==> src/rtl/dmem_arbiter_if.sv <==
// Request/grant bus between the core load/store port, the DMA port and the data memory.
// The arbiter takes the slave view; requesters and the memory model take the master view.
interface dmem_arbiter_if #(
    parameter int ADDR_W = 32,
    parameter int DATA_W = 32
);
    logic              cpu_req;
    logic              cpu_we;
    logic [ADDR_W-1:0] cpu_addr;
    logic [DATA_W-1:0] cpu_wdata;
    logic              cpu_gnt;
    logic              cpu_rvalid;
    logic [DATA_W-1:0] cpu_rdata;

    logic              dma_req;
    logic              dma_we;
    logic [ADDR_W-1:0] dma_addr;
    logic [DATA_W-1:0] dma_wdata;
    logic              dma_gnt;
    logic              dma_rvalid;
    logic [DATA_W-1:0] dma_rdata;

    logic              mem_we;
    logic [ADDR_W-1:0] mem_addr;
    logic [DATA_W-1:0] mem_wdata;
    logic [DATA_W-1:0] mem_rdata;

    modport slave (
        input  cpu_req, cpu_we, cpu_addr, cpu_wdata,
        output cpu_gnt, cpu_rvalid, cpu_rdata,
        input  dma_req, dma_we, dma_addr, dma_wdata,
        output dma_gnt, dma_rvalid, dma_rdata,
        output mem_we, mem_addr, mem_wdata,
        input  mem_rdata
    );

    modport master (
        output cpu_req, cpu_we, cpu_addr, cpu_wdata,
        input  cpu_gnt, cpu_rvalid, cpu_rdata,
        output dma_req, dma_we, dma_addr, dma_wdata,
        input  dma_gnt, dma_rvalid, dma_rdata,
        input  mem_we, mem_addr, mem_wdata,
        output mem_rdata
    );
endinterface

==> src/rtl/dmem_arbiter.sv <==
// Two-port arbiter for the single-port data memory (CPU load/store vs DMA/loader).
// Define DMEM_ARB_RR_EN for round-robin on contention; default is CPU priority with starvation override.
module dmem_arbiter #(
    parameter int ADDR_W       = 32,
    parameter int DATA_W       = 32,
    parameter int STARVE_LIMIT = 8
) (
    input  logic            clk,
    input  logic            reset_n,
    dmem_arbiter_if.slave   bus,
    output logic            starved
);
    localparam int SW = $clog2(STARVE_LIMIT + 1);
    localparam logic [SW-1:0] LIMIT = SW'(STARVE_LIMIT);

    typedef enum logic [1:0] {
        OWN_NONE = 2'd0,
        OWN_CPU  = 2'd1,
        OWN_DMA  = 2'd2
    } owner_e;

    owner_e            rd_owner_q, rd_owner_d;
    logic [DATA_W-1:0] rd_data_q, rd_data_d;
    logic              last_gnt_q, last_gnt_d;
    logic [SW-1:0]     starve_cnt_q, starve_cnt_d;
    logic              dma_wins;
    logic              cpu_gnt, dma_gnt;
    logic [ADDR_W-1:0] addr_sel;

    assign starved = (starve_cnt_q == LIMIT);

    // Contention tie-break; the starvation override applies in both modes.
`ifdef DMEM_ARB_RR_EN
    assign dma_wins = starved | ~last_gnt_q;
`else
    assign dma_wins = starved;
`endif

    // Grants are forced low while reset is held so nothing reaches memory.
    assign cpu_gnt = reset_n & bus.cpu_req & ~(bus.dma_req & dma_wins);
    assign dma_gnt = reset_n & bus.dma_req & (~bus.cpu_req | dma_wins);

    assign addr_sel      = dma_gnt ? bus.dma_addr : bus.cpu_addr;
    assign bus.mem_addr  = addr_sel;
    assign bus.mem_wdata = dma_gnt ? bus.dma_wdata : bus.cpu_wdata;
    assign bus.mem_we    = (cpu_gnt & bus.cpu_we) | (dma_gnt & bus.dma_we);

    assign bus.cpu_gnt    = cpu_gnt;
    assign bus.dma_gnt    = dma_gnt;
    assign bus.cpu_rvalid = (rd_owner_q == OWN_CPU);
    assign bus.dma_rvalid = (rd_owner_q == OWN_DMA);
    assign bus.cpu_rdata  = rd_data_q;
    assign bus.dma_rdata  = rd_data_q;

    always_comb begin
        rd_owner_d   = OWN_NONE;
        rd_data_d    = rd_data_q;
        last_gnt_d   = last_gnt_q;
        starve_cnt_d = '0;

        if (cpu_gnt) begin
            last_gnt_d = 1'b0;
        end else if (dma_gnt) begin
            last_gnt_d = 1'b1;
        end

        if (cpu_gnt && !bus.cpu_we) begin
            rd_owner_d = OWN_CPU;
            rd_data_d  = bus.mem_rdata;
        end else if (dma_gnt && !bus.dma_we) begin
            rd_owner_d = OWN_DMA;
            rd_data_d  = bus.mem_rdata;
        end

        // Denied DMA cycles accumulate and saturate; any grant or dropped request clears.
        if (bus.dma_req && !dma_gnt) begin
            starve_cnt_d = starved ? starve_cnt_q : starve_cnt_q + SW'(1);
        end
    end

    always_ff @(posedge clk or negedge reset_n) begin
        if (!reset_n) begin
            rd_owner_q   <= OWN_NONE;
            rd_data_q    <= '0;
            last_gnt_q   <= 1'b1;
            starve_cnt_q <= '0;
        end else begin
            rd_owner_q   <= rd_owner_d;
            rd_data_q    <= rd_data_d;
            last_gnt_q   <= last_gnt_d;
            starve_cnt_q <= starve_cnt_d;
        end
    end
endmodule
==> src/flat_wrapper.sv <==
// flat-port wrapper written by rule: the top's interface ports become plain ports
module dmem_arbiter_flat 
#(
    parameter int ADDR_W       = 32,
    parameter int DATA_W       = 32,
    parameter int STARVE_LIMIT = 8
)
  (clk, reset_n, starved, bus_cpu_req, bus_cpu_we, bus_cpu_addr, bus_cpu_wdata, bus_cpu_gnt, bus_cpu_rvalid, bus_cpu_rdata, bus_dma_req, bus_dma_we, bus_dma_addr, bus_dma_wdata, bus_dma_gnt, bus_dma_rvalid, bus_dma_rdata, bus_mem_we, bus_mem_addr, bus_mem_wdata, bus_mem_rdata);
  dmem_arbiter_if #(.ADDR_W(ADDR_W), .DATA_W(DATA_W)) bus_i ();
  input  logic clk;
  input  logic reset_n;
  output logic starved;
  input wire logic [$bits(bus_i.cpu_req)-1:0] bus_cpu_req;
  input wire logic [$bits(bus_i.cpu_we)-1:0] bus_cpu_we;
  input wire logic [$bits(bus_i.cpu_addr)-1:0] bus_cpu_addr;
  input wire logic [$bits(bus_i.cpu_wdata)-1:0] bus_cpu_wdata;
  output wire logic [$bits(bus_i.cpu_gnt)-1:0] bus_cpu_gnt;
  output wire logic [$bits(bus_i.cpu_rvalid)-1:0] bus_cpu_rvalid;
  output wire logic [$bits(bus_i.cpu_rdata)-1:0] bus_cpu_rdata;
  input wire logic [$bits(bus_i.dma_req)-1:0] bus_dma_req;
  input wire logic [$bits(bus_i.dma_we)-1:0] bus_dma_we;
  input wire logic [$bits(bus_i.dma_addr)-1:0] bus_dma_addr;
  input wire logic [$bits(bus_i.dma_wdata)-1:0] bus_dma_wdata;
  output wire logic [$bits(bus_i.dma_gnt)-1:0] bus_dma_gnt;
  output wire logic [$bits(bus_i.dma_rvalid)-1:0] bus_dma_rvalid;
  output wire logic [$bits(bus_i.dma_rdata)-1:0] bus_dma_rdata;
  output wire logic [$bits(bus_i.mem_we)-1:0] bus_mem_we;
  output wire logic [$bits(bus_i.mem_addr)-1:0] bus_mem_addr;
  output wire logic [$bits(bus_i.mem_wdata)-1:0] bus_mem_wdata;
  input wire logic [$bits(bus_i.mem_rdata)-1:0] bus_mem_rdata;
  assign bus_i.cpu_req = bus_cpu_req;
  assign bus_i.cpu_we = bus_cpu_we;
  assign bus_i.cpu_addr = bus_cpu_addr;
  assign bus_i.cpu_wdata = bus_cpu_wdata;
  assign bus_cpu_gnt = bus_i.cpu_gnt;
  assign bus_cpu_rvalid = bus_i.cpu_rvalid;
  assign bus_cpu_rdata = bus_i.cpu_rdata;
  assign bus_i.dma_req = bus_dma_req;
  assign bus_i.dma_we = bus_dma_we;
  assign bus_i.dma_addr = bus_dma_addr;
  assign bus_i.dma_wdata = bus_dma_wdata;
  assign bus_dma_gnt = bus_i.dma_gnt;
  assign bus_dma_rvalid = bus_i.dma_rvalid;
  assign bus_dma_rdata = bus_i.dma_rdata;
  assign bus_mem_we = bus_i.mem_we;
  assign bus_mem_addr = bus_i.mem_addr;
  assign bus_mem_wdata = bus_i.mem_wdata;
  assign bus_i.mem_rdata = bus_mem_rdata;
  dmem_arbiter #(.ADDR_W(ADDR_W), .DATA_W(DATA_W), .STARVE_LIMIT(STARVE_LIMIT)) u_core (.clk(clk), .reset_n(reset_n), .bus(bus_i), .starved(starved));
endmodule
==> config.mk <==
export PLATFORM = sky130hd
export DESIGN_NAME = dmem_arbiter_flat
export DESIGN_NICKNAME = d
export VERILOG_FILES = /design/src/rtl/dmem_arbiter_if.sv /design/src/rtl/dmem_arbiter.sv /design/src/flat_wrapper.sv
export SDC_FILE = /design/constraint.sdc
export NUM_CORES = 1
export LEC_CHECK = 0
export ABC_AREA = 0
export BUFFER_PORTS_ARGS = -buffer_cell sky130_fd_sc_hd__buf_2
export CAP_MARGIN = 20
export CORE_AREA = 2 2 117 119
export CTS_BUF_LIST = sky130_fd_sc_hd__clkbuf_4 sky130_fd_sc_hd__clkbuf_8 sky130_fd_sc_hd__clkbuf_16
export CTS_CLUSTER_DIAMETER = 150
export DETAILED_ROUTE_END_ITERATION = 16
export DIE_AREA = 0 0 119 121
export HOLD_SLACK_MARGIN = 0.03
export PLACE_DENSITY_LB_ADDON = 0.08
export SLEW_MARGIN = 20
export SYNTH_ARGS = -nofsm -noshare
export SYNTH_HDL_FRONTEND = slang
export SYNTH_SLANG_ARGS = --single-unit
==> constraint.sdc <==
create_clock -name clk -period 5.95 [get_ports clk]
set_clock_uncertainty 0.15 [all_clocks]
set_input_delay 0.595 -clock clk [delete_from_list [all_inputs] [get_ports clk]]
set_output_delay 0.595 -clock clk [all_outputs]
set_load 0.05 [all_outputs]
# ---- After elaboration in Yosys (flattened, before gate mapping)
# Index checks and enable logic that the tools add are counted.
dict set report totals {
  register_bits 38
  in_bits 166
  output_inout_bits 134
  word_cells 34
}
dict set report classes {
  n_addsub 1
  eq_ne 4
  muxes 8
  bitwise_logic 11
  n_reduce_logical 7
}
# op count
set ops {}
lappend ops {{$mux 32} 4}
lappend ops {{$mux 4} 2}
lappend ops {{$and 1x1->1} 7}
lappend ops {{$add 4x1->4 const B} 1}
lappend ops {{$eq 4x4->1 const B} 1}
lappend ops {{$mux 2} 2}
lappend ops {{$logic_and 1x1->1} 3}
lappend ops {{$logic_not 1->1} 3}
lappend ops {{$eq 2x1->1 const B} 1}
lappend ops {{$eq 2x2->1 const B} 1}
lappend ops {{$ne 2x2->1 const B} 1}
lappend ops {{$not 1->1} 2}
lappend ops {{$or 1x1->1} 2}
lappend ops {{$reduce_bool 2->1} 1}

# ---- Depth between registers and ports, before layout
dict set report logic_depth {
  word_depth 6
  depth_mapped 7
  depth_no_buf 6
}

# ---- Worst setup path after synthesis
# No wires, ideal clock.
dict set report synth_path {
  kind {input to output}
  from {input port bus_dma_req}
  to {output port bus_mem_we}
  arrival_ns 1.973
  required_time_ns 5.205
  path_slack_ns 3.232
  cell_stages 4
  path_buffers 1
  cell_sequence {buf_2 nand4b_1 and3_1 a22o_1}
}
dict set report synth_via {
  elab_chain_cells 5
  elab_cells_between_ends 8
  cone_classes {bitwise (8)}
}
# element line
set synth_rtl {}
lappend synth_rtl {{from (decl)} flat_wrapper.sv:20} ;# input wire logic [$bits(bus_i.dma_req)-1:0] bus_dma_req;
lappend synth_rtl {{$and 1x1->1} dmem_arbiter.sv:40} ;# assign cpu_gnt = reset_n & bus.cpu_req & ~(bus.dma_req & dma_wins);
lappend synth_rtl {{$not 1->1} dmem_arbiter.sv:40}
lappend synth_rtl {{$and 1x1->1} dmem_arbiter.sv:40}
lappend synth_rtl {{net bus_cpu_gnt} flat_wrapper.sv:17} ;# output wire logic [$bits(bus_i.cpu_gnt)-1:0] bus_cpu_gnt;
lappend synth_rtl {{$and 1x1->1} dmem_arbiter.sv:46} ;# assign bus.mem_we = (cpu_gnt & bus.cpu_we) | (dma_gnt & bus.dma_we);
lappend synth_rtl {{$or 1x1->1} dmem_arbiter.sv:46}
lappend synth_rtl {{to (decl)} flat_wrapper.sv:27} ;# output wire logic [$bits(bus_i.mem_we)-1:0] bus_mem_we;
# The timed path passes the listed nets, and every way through them passes these cells.

# ---- Final worst setup path
dict set report layout_path {
  from {input port bus_dma_req}
  to {output port bus_mem_addr[18]}
}
dict set report layout_via {
  elab_chain_cells 3
}
# element line
set layout_rtl {}
lappend layout_rtl {{$and 1x1->1 (2 in a row)} dmem_arbiter.sv:41} ;# assign dma_gnt = reset_n & bus.dma_req & (~bus.cpu_req | dma_wins);
lappend layout_rtl {{$mux 32} dmem_arbiter.sv:43} ;# assign addr_sel = dma_gnt ? bus.dma_addr : bus.cpu_addr;
lappend layout_rtl {{to (decl)} flat_wrapper.sv:28} ;# output wire logic [$bits(bus_i.mem_addr)-1:0] bus_mem_addr;
# No other way between the ends.

==> flow_summary.ini <==
[placement]
dpl.cell_count = 775
gp_congestion = 0.939
detailed_place_hpwl_um = 13100
pre_cts_ws_ps = 2170
io_buffers = 299

[cts]
numCtsBuffers = 5
cts_tree = done
clock-root-buffer = clkbuf_16
post-cts-setup-buffer-count = 0
clock_latency_ps = 280
cts.clk_slew.worst_paths_ps = 60
cts_resized = 0
hold_buffers = 0
numClockSinks = 38
clockBufferDepth = 2
h-tree-depth = 2

[worst_setup_path]
crit_family = buffers and inverters
crit_path_frequent_cell = buf_2
regToRegEndpoint = u_core.bus.cpu_rdata[29]
r2r_cells = 6
worstSetupPathType = input pin to primary output
critical-path-max-stage-delay_ps = 660
cp_max_fo = 61
end_kind = primary output
cp_slowest_cell = buf_4
cp_cell_sequence = buf_2 > nand2_2 > a21oi_4 > buf_4 > mux2_2 > buf_2
cp_num_cells = 6
r2r-start = u_core.starve_cnt_q[0]
startpoint = bus_dma_req
crit_buf_inv = 3
critPathLaunchType = input pin
rrSetupSlack_ps = 3550
crit_required_ps = 5200
critPathArrivalTime_ps = 3030
endpoint = bus_mem_addr[18]

[grt]
track_usage_pct = 23.1
grt_overflow_total = 0
antenna_found_initial = 6
grt_first_pass_wirelength_um = 24700
grt_pass1_vias = 3811
gr-usage-met3_pct = 4.93
grt_use_met1_pct = 32.3
busiest_layer = met2
use_met2_pct = 37.2
grt_max_degree = 77

[min_path]
hold_path.class = register to register
hold_start = u_core.starve_cnt_q[1]

[logic_synthesis]
ys_seq_elements = 38
yosys.area.top_type_share_pct = 28.1
synth.avg_cell_area_um2 = 9.29
synth_area_um2 = 3380
synthesis.nets = 532
yosys_warnings = 0
yosysUniqueCellTypes = 32
ys_seq_area_share_pct = 28.1
synth_area_leaders = dfrtp_1, mux2_2, and4b_1, o21ai_0, buf_4
netlist_instances = 364
synth.largest_area_cell = dfrtp_1

[power_and_ir_drop]
p_leak_nw = 2.49
switching_power_uw = 695
power_frac_seq_pct = 24.0
clock_power_share_pct = 23.3
pwr-share-comb_pct = 52.7
powerDensity_nw_per_um2 = 282
vdd_drop_max_mv = 0.118
cellInternalPower_uw = 687
p_sw_share_pct = 50.3
p_total_mw = 1.38

[routing]
first_iter_violations = 297
first_pass_iters = 4
ant_nets = 0
vias = 3924
routed_via_density = 5.01
drcViolationCount = 0
drt_wl_total_um = 17000
wl_per_cell_um = 21.8

[timing]
max_freq_mhz = 265
worst_pin_slew_ps = 993
finalHoldViolCount = 0
setup_viol = 0
setup_slack_ps = 2170
fin_setup_tns_ps = 0
rsz0062_at_grt = no
slew_violations = 0
timing.final.crit_share_pct = 63.5
min_period_ps = 3780
maxSlewHeadroom_pct = 33.8

[final_layout]
antenna_cells = 0
finalNetCount = 774
drive_above_1_share_pct = 62.3
syn_to_final_growth_pct = 44.9
instances_no_fill = 783
fillerInstances = 1382

[run_status]
status = finished, final reports clean

[floorplanning]
die_height_um = 121
die_w_um = 119
die-area_um2 = 14400
num_rows = 42
initial_utilization_pct = 25.8
core_area_um2 = 13100
io_pins = 300

[run]
cap_violations = 0
-- state kept, by name, summed over array words and instances (netlist names) --
| name | flops |
|---|---|
| u_core.bus.cpu_rdata | 32 |
| u_core.starve_cnt_q | 4 |
| u_core.rd_owner_q | 2 |
-- stage by stage --
| stage | area [um^2] | utilization (%) | hold slack (ps) |
|---|---|---|---|
| final | 4900 | 37.5 | 404 |
| after global routing | 4900 | 37.5 | 428 |
| after CTS | 4900 | 37.5 | 408 |
| after detailed placement | 4730 | 36.2 | 392 |
| after global placement | 4730 | 36.2 | 379 |
| after floorplan | 3380 | - | 149 |
-- kinds of logic (layout without fill, tap and decap cells) --
logic type	Yosys count	in the layout	synth area share, %
buffers and inverters	77	320	13.4
xor gates and xnor gates	2	2	0.518
adders and majority gates	2	2	0.740
DFF	38	38	28.1
muxes	64	64	21.3
AOI/OAI and AO/OA	103	103	18.6
and+or+nand+nor	78	78	17.3
-- cell usage after synthesis, drive strengths merged --
master   number
ha            2
mux2         64
and4b        33
nand2         1
nor2b         2
dfrtp        38
nor2          2
o211ai       33
buf          46
nand3b        2
a22o          1
and3b         1
xnor2         1
a211oi        1
nand3        33
a21oi         1
a21o          1
nor4          1
nor3          1
and3          1
clkbuf       26
xor2          1
nand4b        1
o21ai        64
inv           5
a2111oi       1
o2bb2ai       1
-- how the worst min path moves through the flow --
| stage | end | slack (ps) | cells past startpoint |
|---|---|---|---|
| global placement | u_core.starve_cnt_q[1] | 380 | 1 |
| detailed placement | u_core.starve_cnt_q[1] | 390 | 1 |
| finish | u_core.starve_cnt_q[1] | 400 | 1 |
| CTS | u_core.starve_cnt_q[1] | 410 | 1 |
| global route | u_core.bus.cpu_rdata[13] | 430 | 3 |
| floorplan | u_core.bus.cpu_rdata[0] | 150 | 0 |
-- power groups by stage --
stage | registers [mW] | logic [mW] | clock network, mW
3_5_place_dp | 0.337 | 0.730 | 0
3_3_place_gp | 0.334 | 0.731 | 0
5_1_grt | 0.339 | 0.760 | 0.337
4_1_cts | 0.333 | 0.732 | 0.329
2_1_floorplan | 0.473 | 0.438 | 0
6_report | 0.331 | 0.728 | 0.322
-- worst register-to-register path, cell delays in order, from the launching register on --
cell and delay [ps]:
dfrtp_1 420, inv_1 70, ha_1 240, nand3b_4 150, a211oi_4 690, buf_4 390
o211ai_1 150
-- area by class of cell --
class	count	area, um^2	share of cell area, %
clock buffers	7	140	2.86
well taps	176	220	4.49
repair buffers	307	1560	31.8
clock inverters	1	30.0	0.613
multi-input cells	249	1990	40.5
inverters	5	18.8	0.383
flip-flops and latches	38	951	19.4
-- per-layer routing --
metal  up-vias  share of wire, %
met5         -              0.10
met4         4              0.66
met3        10               8.9
met2       190                47
met1      1890                43
li1       1830                 -
-- cell usage in the layout (no fill, tap or decap), types with 2 or more instances in the layout --
cell / count
buf_4: 8
nor2b_1: 2
and4b_1: 33
mux2_1: 5
buf_2: 299
o211ai_1: 33
nor2_1: 2
inv_1: 5
nand3_1: 33
o21ai_0: 64
dfrtp_1: 38
mux2_2: 59
ha_1: 2
clkbuf_4: 2
clkbuf_16: 5
Note: power is estimated with default switching activity, not from simulation.
